$ cat src/rtl/mio_bus_ctrl_if.sv
// CPU-side and RAM-side bus signals of the memory/IO controller.
// The slave modport is the controller's view; the master modport is the CPU/RAM model's view.
interface mio_bus_ctrl_if;
    logic        cpu_req;
    logic        cpu_we;
    logic [31:0] cpu_addr;
    logic [31:0] cpu_wdata;
    logic [31:0] cpu_rdata;
    logic        cpu_ready;
    logic        ram_en;
    logic        ram_we;
    logic [11:0] ram_addr;
    logic [31:0] ram_wdata;
    logic [31:0] ram_rdata;

    modport slave (
        input  cpu_req, cpu_we, cpu_addr, cpu_wdata, ram_rdata,
        output cpu_rdata, cpu_ready, ram_en, ram_we, ram_addr, ram_wdata
    );

    modport master (
        output cpu_req, cpu_we, cpu_addr, cpu_wdata, ram_rdata,
        input  cpu_rdata, cpu_ready, ram_en, ram_we, ram_addr, ram_wdata
    );
endinterface

$ cat src/rtl/mio_bus_ctrl.sv
// CPU memory/IO bus controller: decodes RAM, GPIO, switch and timer accesses.
// Optional free-running timer is enabled by defining MIO_TIMER_EN.
module mio_bus_ctrl #(
    parameter int RAM_WAIT = 1
) (
    input  logic               clk,
    input  logic               reset,
    mio_bus_ctrl_if.slave      bus,
    input  logic [15:0]        sw_in,
    output logic [15:0]        gpio_out,
    output logic               bus_err,
    output logic [2:0]         state
);

    // Handshake: a request is accepted on the first rising edge in IDLE with
    // cpu_req=1; completion is a single-cycle cpu_ready pulse, after which the
    // controller waits in REL for cpu_req=0 before accepting anything new.
    typedef enum logic [2:0] {
        S_IDLE = 3'd0,
        S_RAM  = 3'd1,
        S_WAIT = 3'd2,
        S_IO   = 3'd3,
        S_DONE = 3'd4,
        S_REL  = 3'd5
    } state_t;

    localparam logic [31:0] GPIO_ADDR  = 32'hE000_0000;
    localparam logic [31:0] SW_ADDR    = 32'hF000_0000;
    localparam logic [31:0] TIMER_ADDR = 32'hF000_0004;
    localparam logic [2:0]  WAIT_LOAD  = 3'(RAM_WAIT - 1);

    state_t      r_state;
    state_t      w_next;
    logic        r_we;
    logic [31:0] r_addr;
    logic [31:0] r_wdata;
    logic [2:0]  r_wait_cnt;
    logic [31:0] r_cpu_rdata;
    logic [15:0] r_gpio;
    logic        r_bus_err;
    logic [31:0] w_timer;

    logic        w_ram_en;
    logic        w_ram_we;
    logic        w_ready;

    // Decode of the incoming address, used only at the accepting edge.
    logic        w_in_aligned;
    logic        w_in_ram;
    logic        w_in_io;
    logic        w_in_ok;

    // Decode of the latched address, used during the IO cycle.
    logic        w_hit_gpio;
    logic        w_hit_sw;
    logic        w_hit_timer;
    logic [31:0] w_io_rdata;

`ifdef MIO_TIMER_EN
    logic [31:0] r_timer;

    always_ff @(posedge clk or negedge reset) begin
        if (!reset) begin
            r_timer <= '0;
        end else begin
            r_timer <= r_timer + 32'd1;
        end
    end

    assign w_timer = r_timer;
`else
    assign w_timer = '0;
`endif

    always_comb begin
        w_in_aligned = (bus.cpu_addr[1:0] == 2'b00);
        w_in_ram     = (bus.cpu_addr[31:14] == '0);
        w_in_io      = (bus.cpu_addr == GPIO_ADDR) ||
                       (bus.cpu_addr == SW_ADDR)   ||
                       (bus.cpu_addr == TIMER_ADDR);
        w_in_ok      = w_in_aligned && (w_in_ram || w_in_io);
    end

    always_comb begin
        w_hit_gpio  = (r_addr == GPIO_ADDR);
        w_hit_sw    = (r_addr == SW_ADDR);
        w_hit_timer = (r_addr == TIMER_ADDR);
        w_io_rdata  = '0;
        if (w_hit_gpio) begin
            w_io_rdata = {16'h0000, r_gpio};
        end else if (w_hit_sw) begin
            w_io_rdata = {16'h0000, sw_in};
        end else if (w_hit_timer) begin
            w_io_rdata = w_timer;
        end
    end

    always_comb begin
        w_next   = r_state;
        w_ram_en = 1'b0;
        w_ram_we = 1'b0;
        w_ready  = 1'b0;
        case (r_state)
            S_IDLE: begin
                if (bus.cpu_req) begin
                    if (!w_in_ok) begin
                        w_next = S_DONE;
                    end else if (w_in_ram) begin
                        w_next = S_RAM;
                    end else begin
                        w_next = S_IO;
                    end
                end
            end
            S_RAM: begin
                w_ram_en = 1'b1;
                w_ram_we = r_we;
                w_next   = S_WAIT;
            end
            S_WAIT: begin
                if (r_wait_cnt == 3'd0) begin
                    w_next = S_DONE;
                end
            end
            S_IO: begin
                w_next = S_DONE;
            end
            S_DONE: begin
                w_ready = 1'b1;
                w_next  = S_REL;
            end
            S_REL: begin
                if (!bus.cpu_req) begin
                    w_next = S_IDLE;
                end
            end
            default: begin
                w_next = S_IDLE;
            end
        endcase
    end

    always_ff @(posedge clk or negedge reset) begin
        if (!reset) begin
            r_state <= S_IDLE;
        end else begin
            r_state <= w_next;
        end
    end

    always_ff @(posedge clk or negedge reset) begin
        if (!reset) begin
            r_we        <= 1'b0;
            r_addr      <= '0;
            r_wdata     <= '0;
            r_wait_cnt  <= '0;
            r_cpu_rdata <= '0;
            r_gpio      <= '0;
            r_bus_err   <= 1'b0;
        end else begin
            case (r_state)
                S_IDLE: begin
                    if (bus.cpu_req) begin
                        r_we    <= bus.cpu_we;
                        r_addr  <= bus.cpu_addr;
                        r_wdata <= bus.cpu_wdata;
                        // Errors complete without an access; read data is forced to zero.
                        if (!w_in_ok) begin
                            r_bus_err   <= 1'b1;
                            r_cpu_rdata <= '0;
                        end
                    end
                end
                S_RAM: begin
                    r_wait_cnt <= WAIT_LOAD;
                end
                S_WAIT: begin
                    if (r_wait_cnt != 3'd0) begin
                        r_wait_cnt <= r_wait_cnt - 3'd1;
                    end else if (!r_we) begin
                        r_cpu_rdata <= bus.ram_rdata;
                    end
                end
                S_IO: begin
                    // Writes to the read-only switch and timer locations are dropped silently.
                    if (r_we) begin
                        if (w_hit_gpio) begin
                            r_gpio <= r_wdata[15:0];
                        end
                    end else begin
                        r_cpu_rdata <= w_io_rdata;
                    end
                end
                default: begin
                end
            endcase
        end
    end

    assign bus.cpu_rdata = r_cpu_rdata;
    assign bus.cpu_ready = w_ready;
    assign bus.ram_en    = w_ram_en;
    assign bus.ram_we    = w_ram_we;
    assign bus.ram_addr  = r_addr[13:2];
    assign bus.ram_wdata = r_wdata;
    assign gpio_out      = r_gpio;
    assign bus_err       = r_bus_err;
    assign state         = r_state;

endmodule

$ cat src/flat_wrapper.sv
// flat-port wrapper written by rule: the top's interface ports become plain ports
module mio_bus_ctrl_flat 
#(
    parameter int RAM_WAIT = 1
)
  (clk, reset, sw_in, gpio_out, bus_err, state, bus_cpu_req, bus_cpu_we, bus_cpu_addr, bus_cpu_wdata, bus_ram_rdata, bus_cpu_rdata, bus_cpu_ready, bus_ram_en, bus_ram_we, bus_ram_addr, bus_ram_wdata);
  mio_bus_ctrl_if bus_i ();
  input  logic clk;
  input  logic reset;
  input  logic [15:0] sw_in;
  output logic [15:0] gpio_out;
  output logic bus_err;
  output logic [2:0] state;
  input wire logic [$bits(bus_i.cpu_req)-1:0] bus_cpu_req;
  input wire logic [$bits(bus_i.cpu_we)-1:0] bus_cpu_we;
  input wire logic [$bits(bus_i.cpu_addr)-1:0] bus_cpu_addr;
  input wire logic [$bits(bus_i.cpu_wdata)-1:0] bus_cpu_wdata;
  input wire logic [$bits(bus_i.ram_rdata)-1:0] bus_ram_rdata;
  output wire logic [$bits(bus_i.cpu_rdata)-1:0] bus_cpu_rdata;
  output wire logic [$bits(bus_i.cpu_ready)-1:0] bus_cpu_ready;
  output wire logic [$bits(bus_i.ram_en)-1:0] bus_ram_en;
  output wire logic [$bits(bus_i.ram_we)-1:0] bus_ram_we;
  output wire logic [$bits(bus_i.ram_addr)-1:0] bus_ram_addr;
  output wire logic [$bits(bus_i.ram_wdata)-1:0] bus_ram_wdata;
  assign bus_i.cpu_req = bus_cpu_req;
  assign bus_i.cpu_we = bus_cpu_we;
  assign bus_i.cpu_addr = bus_cpu_addr;
  assign bus_i.cpu_wdata = bus_cpu_wdata;
  assign bus_i.ram_rdata = bus_ram_rdata;
  assign bus_cpu_rdata = bus_i.cpu_rdata;
  assign bus_cpu_ready = bus_i.cpu_ready;
  assign bus_ram_en = bus_i.ram_en;
  assign bus_ram_we = bus_i.ram_we;
  assign bus_ram_addr = bus_i.ram_addr;
  assign bus_ram_wdata = bus_i.ram_wdata;
  mio_bus_ctrl #(.RAM_WAIT(RAM_WAIT)) u_core (.clk(clk), .reset(reset), .bus(bus_i), .sw_in(sw_in), .gpio_out(gpio_out), .bus_err(bus_err), .state(state));
endmodule
$ cat config.mk
export PLATFORM = sky130hd
export DESIGN_NAME = mio_bus_ctrl_flat
export DESIGN_NICKNAME = d
export VERILOG_FILES = /design/src/rtl/mio_bus_ctrl_if.sv /design/src/rtl/mio_bus_ctrl.sv /design/src/flat_wrapper.sv
export SDC_FILE = /design/constraint.sdc
export NUM_CORES = 1
export LEC_CHECK = 0
export ABC_AREA = 0
export BUFFER_PORTS_ARGS = -buffer_cell sky130_fd_sc_hd__buf_2
export CORE_AREA = 2 2 105 107
export CTS_CLUSTER_SIZE = 28
export DETAILED_ROUTE_END_ITERATION = 10
export DIE_AREA = 0 0 107 109
export PLACE_DENSITY_LB_ADDON = 0.1
export RECOVER_POWER = 100
export SLEW_MARGIN = 20
export SYNTH_ARGS = -nofsm -noshare
export SYNTH_HDL_FRONTEND = slang
export SYNTH_SLANG_ARGS = --single-unit
export TNS_END_PERCENT = 50
$ cat constraint.sdc
create_clock -name clk -period 7.4 [get_ports clk]
set_input_delay 2.22 -clock clk [delete_from_list [all_inputs] [get_ports clk]]
set_output_delay 2.22 -clock clk [all_outputs]
set_load 0.02 [all_outputs]
==> impl_metrics.ini <==
[run_status]
outcome = complete, but fails checks
violations = capacitance limit, slew limit

[logic_synthesis]
synth_cell_types = 39
synthXorXnorAreaFrac = 0.00165
synthFlopType = dfrtp_1
synth_compound_area_frac = 0.0381
ys_seq_area_frac = 0.565
ys_ff_latch = 120
async_flop_share = 1.00
syn_nets = 528
synth.avg_cell_area_um2 = 13.0
synthCells = 410
yosysWarnings = 0
muxShareOfSynthArea = 0.266
synth-edff-count = 0
yosys.area_share.simple = 0.0723
synth_area_um2 = 5320
synth_top_family_by_area = multiplexers
synth_fa_ha_area_frac = 0.00471

[setup_path]
crit_top_cell = clkbuf_1
startpoint = bus_cpu_req
critical_path.max_fanout = 60
cp.required_ns = 7.82
crit_path_max_incr_delay_ns = 2.24
cp_slowest_cell = clkbuf_1
path_cells = clkbuf_1 -> and3_1 -> clkbuf_1 -> o21ai_0 -> o211ai_1
cp-end-kind = register
cp_num_buf_inv = 2
cpLargestDelayFamily = buffers and inverters
cp.arrival_ns = 5.90
criticalPathCategory = in -> reg
rr_startpoint = u_core.r_addr[22]
start_kind = primary input

[floorplanning]
row_count = 38
pin_count = 215
initial_core_util = 0.501
chipWidth_um = 107
dieArea_um2 = 11700
core_area_um2 = 10600
die_h_um = 109

[clocking]
cts_buffer_depth = 2
cts_tree = done
clockRootBuffer = clkbuf_8
cts.sinks = 120
cts_buffers = 17
path_clk_slew_ns = 0.05
clock_latency_ns = 0.51
cts_setup_buffers = 0
ctsResizeCount = 0
htreeDepth = 4
holdBufCountCts = 0

[place]
port_buffers = 214
hpwl_um = 8920
post-place-ws_ns = 2.35
gp_congestion = 0.806

[layout]
area_delta_synth_final_pct = 28.4
num-nets-final = 735
diodes = 0
drive_gt1_frac = 0.378
fill_cells = 907

[pwr]
power.leakage_uw = 0.00321
finalPower_uw = 2770
switching_share = 0.346
pwr-share-comb = 0.332
peakVddDrop_uv = 225
internal-power_uw = 1810
clockPowerShare = 0.293
power_density_nw_per_um2 = 406
power.switching_uw = 959
p_seq_frac = 0.375

[timing]
hold_ws_ns = 0.479
finClkSkew_ns = 0.00789
slew_violations = 176
fmax_mhz = 182
setup_violations = 0
rsz0062_at_grt = false
layout_min_cycle_time_ns = 5.48
max-slew-margin-rel = -1.16
fin_crit_sh = 0.741
hold_viol = 0
fin_setup_tns_ns = 0
tightest_slew_ns = 3.24
final.setup.worst_slack_ns = 1.92

[routing]
dr_wl_met3_um = 878
ant_nets = 0
post_drt_wl_per_cell_um = 16.3
avgViaCountPerCell = 5.05
drc = 0
drt_iter0_drc = 233
vias = 3882
wirelength_met1_um = 5500
drt_wl_total_um = 12600
dr.pass1.iters = 7
top_layer = met4
met2_length_um = 6100

[grt]
grt-ovfl-total = 0
antenna_found_initial = 1
track_usage = 0.223
grt_pass1_wl_um = 19800
grt_max_degree = 63
grt_pass1_vias = 3938

[hold_path]
holdCritPathClass = reg -> reg
min_from = u_core.bus_err

[job]
maxCapViolCount = 4
-- logic make-up (layout without fill, tap and decap cells) --
group	count (synthesis)	count (layout)
compound gates	31	31
xor+xnor	1	1
fa+ha+maj	2	2
buf+inv	55	274
flops	120	120
mux	129	129
simple gates	72	72
-- through the flow --
| step | util | cell area, um2 | std cells |
|---|---|---|---|
| final | 0.644 | 6830 | 769 |
| after floorplan | - | 5320 | 410 |
| after global placement | 0.605 | 6420 | 738 |
| after global routing | 0.644 | 6830 | 769 |
| after CTS | 0.661 | 7010 | 769 |
| after detailed placement | 0.605 | 6420 | 738 |
-- power by group through the flow --
stage / Clock, uW / Combinational, uW / Sequential [uW]
2_1_floorplan: 0 / 561 / 1170
3_3_place_gp: 0 / 956 / 1030
3_5_place_dp: 0 / 971 / 1050
4_1_cts: 827 / 974 / 1040
5_1_grt: 867 / 994 / 1070
6_report: 811 / 919 / 1040
-- worst reg2reg max path: cells and delay by family, from the launching register on --
kind | cells | cell delay (ns)
AND/OR/NAND/NOR | 4 | 3.77
multiplexers | 1 | 0.47
flip-flops | 1 | 0.38
-- placed cells by master, fill, tap and decap left out, types with 2 or more instances in the layout --
master	Yosys	layout
a21oi_1	2	2
buf_4	13	2
nor3b_1	1	2
clkbuf_1	9	108
nand4_1	2	3
and3_1	2	2
nand3_1	3	3
inv_1	24	24
mux2i_1	32	32
nor3_1	2	3
buf_2	2	111
nand2_1	36	36
clkinv_2	0	5
nor4_1	8	9
clkbuf_16	0	16
mux2_2	97	95
clkbuf_8	0	4
bufinv_16	0	3
ha_1	2	2
nor2_1	5	5
dfrtp_1	120	120
o21ai_0	20	20
nor4b_1	4	4
or4_1	2	2
mux2_1	0	2
-- sequential cells by signal, indices dropped and copies added (netlist names) --
| register | cells |
|---|---|
| u_core.bus.cpu_rdata | 32 |
| u_core.bus.ram_wdata | 32 |
| u_core.bus_err | 1 |
| u_core.gpio_out | 16 |
| u_core.r_addr | 32 |
| u_core.r_wait_cnt | 3 |
| u_core.r_we | 1 |
| u_core.state | 3 |
-- final timing paths --
check	end	slack (ns)	cells past startpoint
setup / recovery	u_core.state[1]	1.92	5
setup reg to reg	u_core.gpio_out[6]	2.66	5
hold / removal	u_core.bus_err	0.48	1
max in group asynchronous	u_core.bus.cpu_rdata[8]	2.56	2
hold reg to reg	u_core.bus_err	0.48	1
min in group asynchronous	u_core.bus.cpu_rdata[19]	2.78	1
-- cell usage after synthesis, drive strengths merged (3+ instances only) --
| cell type | instances | area [um2] |
|---|---|---|
| dfrtp | 120 | 3000 |
| mux2 | 97 | 1090 |
| nand2 | 36 | 135 |
| mux2i | 32 | 320 |
| inv | 24 | 90.1 |
| buf | 22 | 156 |
| o21ai | 20 | 100 |
| clkbuf | 9 | 33.8 |
| nor4 | 9 | 62.6 |
| nor2 | 5 | 18.8 |
| nor4b | 4 | 35.0 |
| nand3 | 3 | 15.0 |
| nand4 | 3 | 25.0 |
| nor3 | 3 | 20.0 |
-- final cells by class --
type,instances,area [um2],area share
flip-flops and latches,120,3000,0.440
multi-input cells,235,2000,0.294
repair buffers,219,968,0.142
clock buffers,22,463,0.0678
well taps,140,175,0.0257
clock inverters,9,123,0.0180
inverters,24,90.1,0.0132
-- routing by layer --
metal | GRT usage | up-vias
met4 | 0.0677 | 0
met3 | 0.0813 | 9
met1 | 0.285 | 1905
li1 | - | 1842
met2 | 0.359 | 126
met5 | 0 | -
Note: power is estimated with default switching activity, not from simulation.
